==> src/rtl/apb_pkg.sv <==
// Shared APB master definitions: FSM state encoding and default widths.
// Both the APB master and the CPU stage that drives it use these values.
package apb_pkg;

  localparam int APB_ADDR_W  = 8;
  localparam int APB_DATA_W  = 21;
  localparam int APB_SEL_W   = 8;
  localparam int APB_TIMEOUT = 16;

  typedef enum logic [1:0] {
    IDLE   = 2'd0,
    SETUP  = 2'd1,
    ACCESS = 2'd2,
    DONE   = 2'd3
  } apb_state_t;

endpackage

==> src/rtl/apb_timeout_counter.sv <==
// ACCESS-phase wait counter. It counts the cycles in which the slave holds
// PREADY low. 'expired' is raised in the cycle whose increment brings the
// count to TIMEOUT, so the FSM leaves ACCESS after exactly TIMEOUT waits.
module apb_timeout_counter import apb_pkg::*; #(
  parameter int TIMEOUT = APB_TIMEOUT
) (
  input  logic clk,
  input  logic rst,
  input  logic clear,
  input  logic enable,
  output logic expired
);

  localparam int CNT_W = $clog2(TIMEOUT + 1);

  logic [CNT_W-1:0] cnt;

  // The cycle that would complete the TIMEOUT-th wait is the expiry cycle.
  assign expired = enable && (cnt == CNT_W'(TIMEOUT - 1));

  // Wait counter: clear has priority, otherwise count one per wait cycle.
  always_ff @(posedge clk or posedge rst) begin
    if (rst) begin
      cnt <= '0;
    end else if (clear) begin
      cnt <= '0;
    end else if (enable && (cnt != CNT_W'(TIMEOUT))) begin
      cnt <= cnt + 1'b1;
    end
  end

endmodule

==> src/rtl/apb_master.sv <==
// APB master bridging one-shot CPU requests onto an APB bus.
// IDLE -> SETUP -> ACCESS (waits on PREADY, bounded by TIMEOUT) -> DONE.
// All bus and CPU outputs are registered; PADDR/PWRITE/PWDATA act as the
// request latch and stay stable from SETUP through DONE.
module apb_master import apb_pkg::*; #(
  parameter int ADDR_W  = APB_ADDR_W,
  parameter int DATA_W  = APB_DATA_W,
  parameter int SEL_W   = APB_SEL_W,
  parameter int TIMEOUT = APB_TIMEOUT
) (
  input  logic              clk,
  input  logic              APBRESET,
  // CPU side
  input  logic              APBMASTERENABLE,
  input  logic              CPUWRITE,
  input  logic [ADDR_W-1:0] addr,
  input  logic [DATA_W-1:0] data,
  input  logic [SEL_W-1:0]  CPUSEL,
  output logic              CPUPREADY,
  output logic [DATA_W-1:0] CPURDATA,
  output logic              CPUERR,
  // APB bus side
  output logic [SEL_W-1:0]  PSEL,
  output logic              PENABLE,
  output logic              PWRITE,
  output logic [ADDR_W-1:0] PADDR,
  output logic [DATA_W-1:0] PWDATA,
  input  logic [DATA_W-1:0] PRDATA,
  input  logic              PREADY,
  input  logic              PSLVERR
);

  apb_state_t state;
  logic       wait_clear;
  logic       wait_en;
  logic       wait_expired;

  // A usable select has exactly one bit set; zero or multiple bits are rejected.
  function automatic logic sel_is_onehot(input logic [SEL_W-1:0] v);
    return (v != '0) && ((v & (v - 1'b1)) == '0);
  endfunction

  // Counter restarts outside ACCESS and counts only the slave's wait cycles.
  assign wait_clear = (state != ACCESS);
  assign wait_en    = (state == ACCESS) && !PREADY;

  apb_timeout_counter #(
    .TIMEOUT (TIMEOUT)
  ) u_timeout (
    .clk     (clk),
    .rst     (APBRESET),
    .clear   (wait_clear),
    .enable  (wait_en),
    .expired (wait_expired)
  );

  // Transfer FSM with registered bus and CPU outputs.
  always_ff @(posedge clk or posedge APBRESET) begin
    if (APBRESET) begin
      state     <= IDLE;
      PSEL      <= '0;
      PENABLE   <= 1'b0;
      PWRITE    <= 1'b0;
      PADDR     <= '0;
      PWDATA    <= '0;
      CPUPREADY <= 1'b0;
      CPURDATA  <= '0;
      CPUERR    <= 1'b0;
    end else begin
      case (state)
        IDLE: begin
          CPUPREADY <= 1'b0;
          PENABLE   <= 1'b0;
          if (APBMASTERENABLE) begin
            if (sel_is_onehot(CPUSEL)) begin
              PSEL   <= CPUSEL;
              PADDR  <= addr;
              PWDATA <= data;
              PWRITE <= CPUWRITE;
              state  <= SETUP;
            end else begin
              // Bad select: answer the CPU with an error, never touch the bus.
              PSEL      <= '0;
              CPUPREADY <= 1'b1;
              CPUERR    <= 1'b1;
              CPURDATA  <= '0;
              state     <= DONE;
            end
          end
        end

        SETUP: begin
          PENABLE <= 1'b1;
          state   <= ACCESS;
        end

        ACCESS: begin
          if (PREADY) begin
            PSEL      <= '0;
            PENABLE   <= 1'b0;
            CPUPREADY <= 1'b1;
            CPUERR    <= PSLVERR;
            if (!PWRITE) begin
              CPURDATA <= PRDATA;
            end
            state <= DONE;
          end else if (wait_expired) begin
            // Slave never answered: release the bus and report an error.
            PSEL      <= '0;
            PENABLE   <= 1'b0;
            CPUPREADY <= 1'b1;
            CPUERR    <= 1'b1;
            CPURDATA  <= '0;
            state     <= DONE;
          end
        end

        DONE: begin
          PSEL      <= '0;
          PENABLE   <= 1'b0;
          CPUPREADY <= 1'b0;
          CPUERR    <= 1'b0;
          state     <= IDLE;
        end

        default: begin
          state <= IDLE;
        end
      endcase
    end
  end

endmodule

==> config.mk <==
export PLATFORM = sky130hd
export DESIGN_NAME = apb_master
export DESIGN_NICKNAME = d
export VERILOG_FILES = /design/src/rtl/apb_pkg.sv /design/src/rtl/apb_timeout_counter.sv /design/src/rtl/apb_master.sv
export SDC_FILE = /design/constraint.sdc
export NUM_CORES = 1
export LEC_CHECK = 0
export CORE_AREA = 2 2 83 105
export DETAILED_ROUTE_END_ITERATION = 10
export DIE_AREA = 0 0 85 107
export GPL_TIMING_DRIVEN = 0
export PLACE_DENSITY = 0.75
export SETUP_SLACK_MARGIN = 0.15
export SYNTH_ARGS = -nofsm -noshare
export SYNTH_HDL_FRONTEND = slang
export SYNTH_HIERARCHICAL = 1
export SYNTH_SLANG_ARGS = --single-unit
export TNS_END_PERCENT = 30
==> constraint.sdc <==
create_clock -name clk -period 2.4 [get_ports clk]
set_input_delay 0.24 -clock clk [delete_from_list [all_inputs] [get_ports clk]]
set_output_delay 0.24 -clock clk [all_outputs]
set_load 0.02 [all_outputs]
==> results_dict.tcl, run 1 <==
set metrics [dict create \
    status "finished clean" \
    cts_made_buffers 9 \
    post_drt_wl_per_cell_um 15.6 \
    diodes 0 \
    place_area_um2 4480 \
    netlist_instances 213 \
    critPathCaptureType "flop" \
    relSlewSlack_pct 68.6 \
    drive_above_1_share_pct 25.3 \
    antenna_found_initial 0 \
    start_util_pct 37.8 \
    arrival_ns 2.54 \
    place_ws_ns -0.151 \
    grt_use_met2_pct 26.1 \
    synth_edf_count 0 \
    fin_ws_ns 0.0910 \
    synth_top_cell_area_share_pct 56.4 \
    ios 126 \
    critical_path_class "reg2reg" \
    grt_max_degree 44 \
    synth_seq_cells 69 \
    clock_latency_ns 0.34 \
    overflow 0 \
    die_x_um 85 \
    initialDrtViolationCount 75 \
    grt_util_all_layers_pct 15.9 \
    yosys-top-cells-count "dfrtp_1, mux2_4, a22o_1, nor2_1, inv_1" \
    clk_pin_slew_worst_paths_ns 0.08 \
    multi_input_area_um2 1300 \
    routed_wl_mm 7.27 \
    ant_nets 0 \
    grt_busiest_layer "met2" \
    nFillCells 643 \
    yosys.cell_count.top_type "dfrtp_1" \
    seqCellArea_um2 1730 \
    yosys.area.top_type "dfrtp_1" \
    synth_warnings 6 \
    first_global_vias 2451 \
    cpPeakStageDelay_ns 0.44 \
    yosys.cell_types.count 39 \
    viasPerCell 4.97 \
    min_path_type "in2async" \
    drc 0 \
    slowest_stage "o31a_1" \
    ys_seq_area_share_pct 56.4 \
    rsz0062_at_grt "yes" \
    synth_flop_cell "dfrtp_1" \
    num_rows 37 \
    ctsHtreeMaxLevel 3 \
    finalSetupViolations 0 \
    cts_root_buf "clkbuf_8" \
    finalNonFillerCells 465 \
    core_area_um2 8100 \
    tightest_slew_ns 0.471 \
    cp-start-kind "flop" \
    cts_sinks 69 \
    die_h_um 107 \
    min_period_ns 2.31 \
    synth_area_leaders "dfrtp_1, mux2_4, a22o_1" \
    crit_chain "ha_2 > and3_4 > ha_4 > and2_4 > nor2_2 > a21oi_2 > mux2i_1 > o31a_1 > buf_6 > a22o_1" \
    syn_area_um2 3060 \
    required_ns 2.63 \
    finalNetCount 434 \
    final_cell_area_um2 4850 \
    clockBufferDepth 2 \
    syn_avg_cell_area_um2 14.4 \
    num_vias 2310 \
    area_growth_pct 58.5 \
    synth-async-reset-ratio_pct 100 \
    skew_ns 0.0135 \
    drtPass1Iterations 4 \
    dp_hpwl_mm 5.18 \
    maxCapViolations 0 \
    p_leak_nw 2.21 \
    dp_cells 436 \
    port_buffers 125 \
    use_met3_pct 5.16 \
    power.density_nw_per_um2 1030 \
    maxSlewViolCount 0 \
    vdd_drop_max_mv 0.554 \
    die-area_um2 9100 \
    fmax_mhz 433 \
    syn_nets 284 \
    tritoncts "yes" \
    post-route-period-util_pct 96.2 \
    finalPower_mw 5.00 \
    grt_pass1_wl_mm 11.4 \
    use_met1_pct 18.9 \
    crit_fanout 5 \
    hold_viol 0 \
    routabilityCongestion 0.781 \
]
## metrics by stage
step / hold slack [ns] / TNS [ns] / util, %
final: 0.149 / 0 / 59.9
after global routing: 0.184 / 0 / 59.9
after CTS: 0.144 / 0 / 58.5
after detailed placement: 0.486 / -1.12 / 55.3
after global placement: 0.486 / -36.48 / 55.1
after floorplan: 0.0185 / 0 / -
## power by group
part | internal [mW] | switching (mW)
sequential | 1.49 | 0.202
clock | 0.483 | 0.453
combinational | 1.28 | 1.09
total | 3.26 | 1.75
## kinds of logic (layout without fill, tap and decap cells)
family | after synthesis | in the layout | synth area share [%]
and+or+nand+nor | 34 | 34 | 7.03
buffers and inverters | 20 | 175 | 3.35
xor gates and xnor gates | 3 | 3 | 0.858
DFF | 69 | 69 | 56.4
AOI/OAI and AO/OA | 45 | 45 | 13.1
adders and majority gates | 7 | 7 | 2.86
muxes | 35 | 35 | 16.5
## critical path: cells and delay by family, from the launching register on
family,cells,cell delay [ns]
adder cells (fa/ha/maj),2,0.31
flip-flops,1,0.41
AND/OR/NAND/NOR,3,0.38
multiplexers,1,0.10
AO/OA/AOI/OAI,3,0.80
buffers and inverters,1,0.19
## registers in the layout (all words and copies together) (netlist names)
name	flops
PADDR	8
u_timeout/cnt	5
CPUERR	1
PENABLE	1
PWRITE	1
CPUPREADY	1
CPURDATA	21
PSEL	8
state	2
PWDATA	21
## worst paths after layout
path                                                   start                            to  slack, ns  cells past startpoint
max in group asynchronous                           APBRESET          state[1]$_DFFE_PP0P_       1.55                      3
worst min register to register           PSEL[1]$_DFFE_PP0P_           PSEL[1]$_DFFE_PP0P_       0.51                      1
worst max-delay path            u_timeout/cnt[1]$_DFFE_PP0P_      CPURDATA[19]$_DFFE_PP0P_       0.09                     10
min in group clk                                  PRDATA[12]      CPURDATA[12]$_DFFE_PP0P_       0.49                      2
worst max register to register  u_timeout/cnt[1]$_DFFE_PP0P_      CPURDATA[19]$_DFFE_PP0P_       0.09                     10
worst min-delay path                                APBRESET  u_timeout/cnt[1]$_DFFE_PP0P_       0.15                      2
## routing by layer
metal / vias to the layer above / wire length, um
li1: 1079 / -
met4: 0 / 138
met5: - / 0
met3: 13 / 511
met2: 92 / 3660
met1: 1126 / 2960
## final cells by class
cell class | instances | area share (%)
Multi-Input combinational cell | 124 | 26.7
Tap cell | 97 | 2.50
Sequential cell | 69 | 35.6
Clock inverter | 7 | 1.55
Clock buffer | 9 | 2.55
Buffer | 9 | 1.78
Timing Repair Buffer | 139 | 28.4
Inverter | 11 | 0.954
## layout by cell type, fill, tap and decap left out, types with 2 or more instances in the layout
cell             Yosys  routed
clkinvlp_4           0       3
dfrtp_1             69      69
a22o_1              29      29
o32a_1               2       2
clkdlybuf4s50_1      0     125
inv_2                2       3
nand2b_1             2       2
a211oi_2             2       2
ha_1                 7       4
ha_4                 0       2
mux2_2               3       3
buf_4                0      11
mux2i_1              2       2
nor4b_1              4       4
a211oi_1             2       2
inv_6                0       2
buf_6                3       9
clkbuf_8             0       9
mux2_4              30      30
nand2_1              2       2
nor2_1              13      11
a21oi_2              0       2
inv_1                9       7
xor2_1               3       3
clkbuf_1             2       2
## what timing repair did
| action | 4_1_cts | 5_1_grt |
|---|---|---|
| gates cloned | 0 | 2 |
| pin swaps | 2 | 14 |
| setup buffers | 5 | 6 |
| setup endpoints to repair | 29 | 29 |
| hold buffers | 0 | 0 |
| resized for setup | 4 | 19 |
Note: power is estimated with default switching activity, not from simulation.
==> run 2: changes to the inputs <==
--- a/config.mk
+++ b/config.mk
@@ -6,6 +6,7 @@
 export NUM_CORES = 1
 export LEC_CHECK = 0
 export CORE_AREA = 2 2 83 105
+export CTS_CLUSTER_DIAMETER = 100
 export DETAILED_ROUTE_END_ITERATION = 10
 export DIE_AREA = 0 0 85 107
 export GPL_TIMING_DRIVEN = 0
==> constraint.sdc (replaced) <==
create_clock -name clk -period 2.4 [get_ports clk]
set_input_delay 0.48 -clock clk [delete_from_list [all_inputs] [get_ports clk]]
set_output_delay 0.48 -clock clk [all_outputs]
set_load 0.02 [all_outputs]
==> results_dict.tcl, run 2 (same netlist as run 1, synthesis figures left out) <==
set metrics [dict create \
    status "finished clean" \
    initialDrtViolationCount 78 \
    cts_root_buf "clkbuf_8" \
    skew_ns 0.0138 \
    critPathCaptureType "flop" \
    hold_viol 0 \
    routed_wl_mm 7.34 \
    port_buffers 125 \
    num_rows 37 \
    crit_fanout 5 \
    cp-start-kind "flop" \
    layout_common_cells "clkdlybuf4s50_1, dfrtp_1, mux2_4" \
    diodes 0 \
    cts_made_buffers 9 \
    first_global_vias 2451 \
    clk_pin_slew_worst_paths_ns 0.08 \
    layout_commonest_cell "clkdlybuf4s50_1" \
    reg_top3 "CPURDATA x21, PWDATA x21" \
    dp_hpwl_mm 5.18 \
    arrival_ns 2.53 \
    maxSlewViolCount 0 \
    viasPerCell 4.97 \
    post-route-period-util_pct 96.1 \
    ctsHtreeMaxLevel 3 \
    vdd_drop_max_mv 0.554 \
    ant_nets 0 \
    start_util_pct 37.8 \
    die-area_um2 9100 \
    drtPass1Iterations 4 \
    rsz0062_at_grt "yes" \
    die_h_um 107 \
    post_drt_wl_per_cell_um 15.8 \
    p_leak_nw 2.22 \
    critical_path_class "reg2reg" \
    drc 0 \
    finalSetupViolations 0 \
    grt_pass1_wl_mm 11.4 \
    routabilityCongestion 0.781 \
    min_period_ns 2.31 \
    finalPower_mw 5.00 \
    grt_util_all_layers_pct 15.9 \
    maxCapViolations 0 \
    required_ns 2.63 \
    finalNetCount 434 \
    fmax_mhz 433 \
    area_growth_pct 58.8 \
    num_vias 2313 \
    relSlewSlack_pct 68.6 \
    core_area_um2 8100 \
    min_path_type "in2async" \
    crit_start "u_timeout/cnt[1]$_DFFE_PP0P_" \
    overflow 0 \
    tritoncts "yes" \
    antenna_found_initial 0 \
    hold_buffers 0 \
    power.density_nw_per_um2 1030 \
    r2r-start "u_timeout/cnt[1]$_DFFE_PP0P_" \
    grt_max_degree 44 \
    clock_latency_ns 0.34 \
    tightest_slew_ns 0.471 \
    whs_ns 0.390 \
    ios 126 \
    die_x_um 85 \
    clockBufferDepth 2 \
    drive_above_1_share_pct 25.5 \
    cts_sinks 69 \
]
[run 2: cell types whose count changed in the layout (fill, tap and decap cells not counted)]
| cell | delta |
|---|---|
| nor4b_1 | -2 |
| nor4b_2 | +2 |
| a21oi_1 | +1 |
| a21oi_2 | -1 |
| buf_1 | +1 |
| clkbuf_1 | -1 |
| clkdlybuf4s50_1 | -1 |
| dlymetal6s2s_1 | +1 |
[run 2: path summary, 6_finish.rpt]
path                                                end  slack, ns  cells after the start
min in group clk                    PSEL[1]$_DFFE_PP0P_       0.51                      1
hold / removal             u_timeout/cnt[1]$_DFFE_PP0P_       0.39                      2
setup reg to reg               CPURDATA[19]$_DFFE_PP0P_       0.09                     10
max in group asynchronous          state[1]$_DFFE_PP0P_       1.31                      3
hold reg to reg                     PSEL[1]$_DFFE_PP0P_       0.51                      1
setup / recovery               CPURDATA[19]$_DFFE_PP0P_       0.09                     10
[run 2: metrics by stage]
step           utilization (%)  cell area [um^2]  instances  TNS (ns)  setup WS (ns)
3_5_place_dp              55.3              4480        436    -11.75         -0.378
4_1_cts                   58.4              4730        457         0          0.148
6_report                  60.0              4860        465         0         0.0926
3_3_place_gp              55.1              4460        435    -61.49         -0.799
2_1_floorplan                -              3090        213         0          0.153
5_1_grt                   60.0              4860        465         0        0.00311
[run 2: report_power, final]
part | internal, mW | switching [mW]
clock | 0.483 | 0.454
combinational | 1.28 | 1.09
sequential | 1.49 | 0.202
[run 2: cell type report]
cell class | instances | area [um^2]
inverters | 11 | 46.3
well taps | 97 | 121
fillers | 642 | 3240
plain buffers | 9 | 86.3
clock inverters | 7 | 75.1
multi-input cells | 124 | 1310
repair buffers | 139 | 1380
clock buffers | 9 | 124
flip-flops and latches | 69 | 1730
[run 2: repair_timing]
action                     CTS  global route
pin swaps                    2            14
gates cloned                 0             2
resized for setup            3            23
buffers inserted             5             6
setup endpoints to repair   29            59
[run 2: worst max-delay path, cell delays in order (launching register included)]
cell     delay [ns]
dfrtp_1        0.41
ha_2           0.20
and3_4         0.19
ha_4           0.11
and2_4         0.15
nor2_2         0.04
a21oi_2        0.14
mux2i_1        0.10
o31a_1         0.44
buf_6          0.19
a22o_1         0.22
[run 2: metal layers]
layer | vias up | global-route usage (%) | share of wire, %
met5 | - | 0 | 0
met1 | 1124 | 18.9 | 40
li1 | 1080 | - | -
met2 | 96 | 26.1 | 51
met4 | 0 | 7.03 | 1.9
met3 | 13 | 5.16 | 7.1
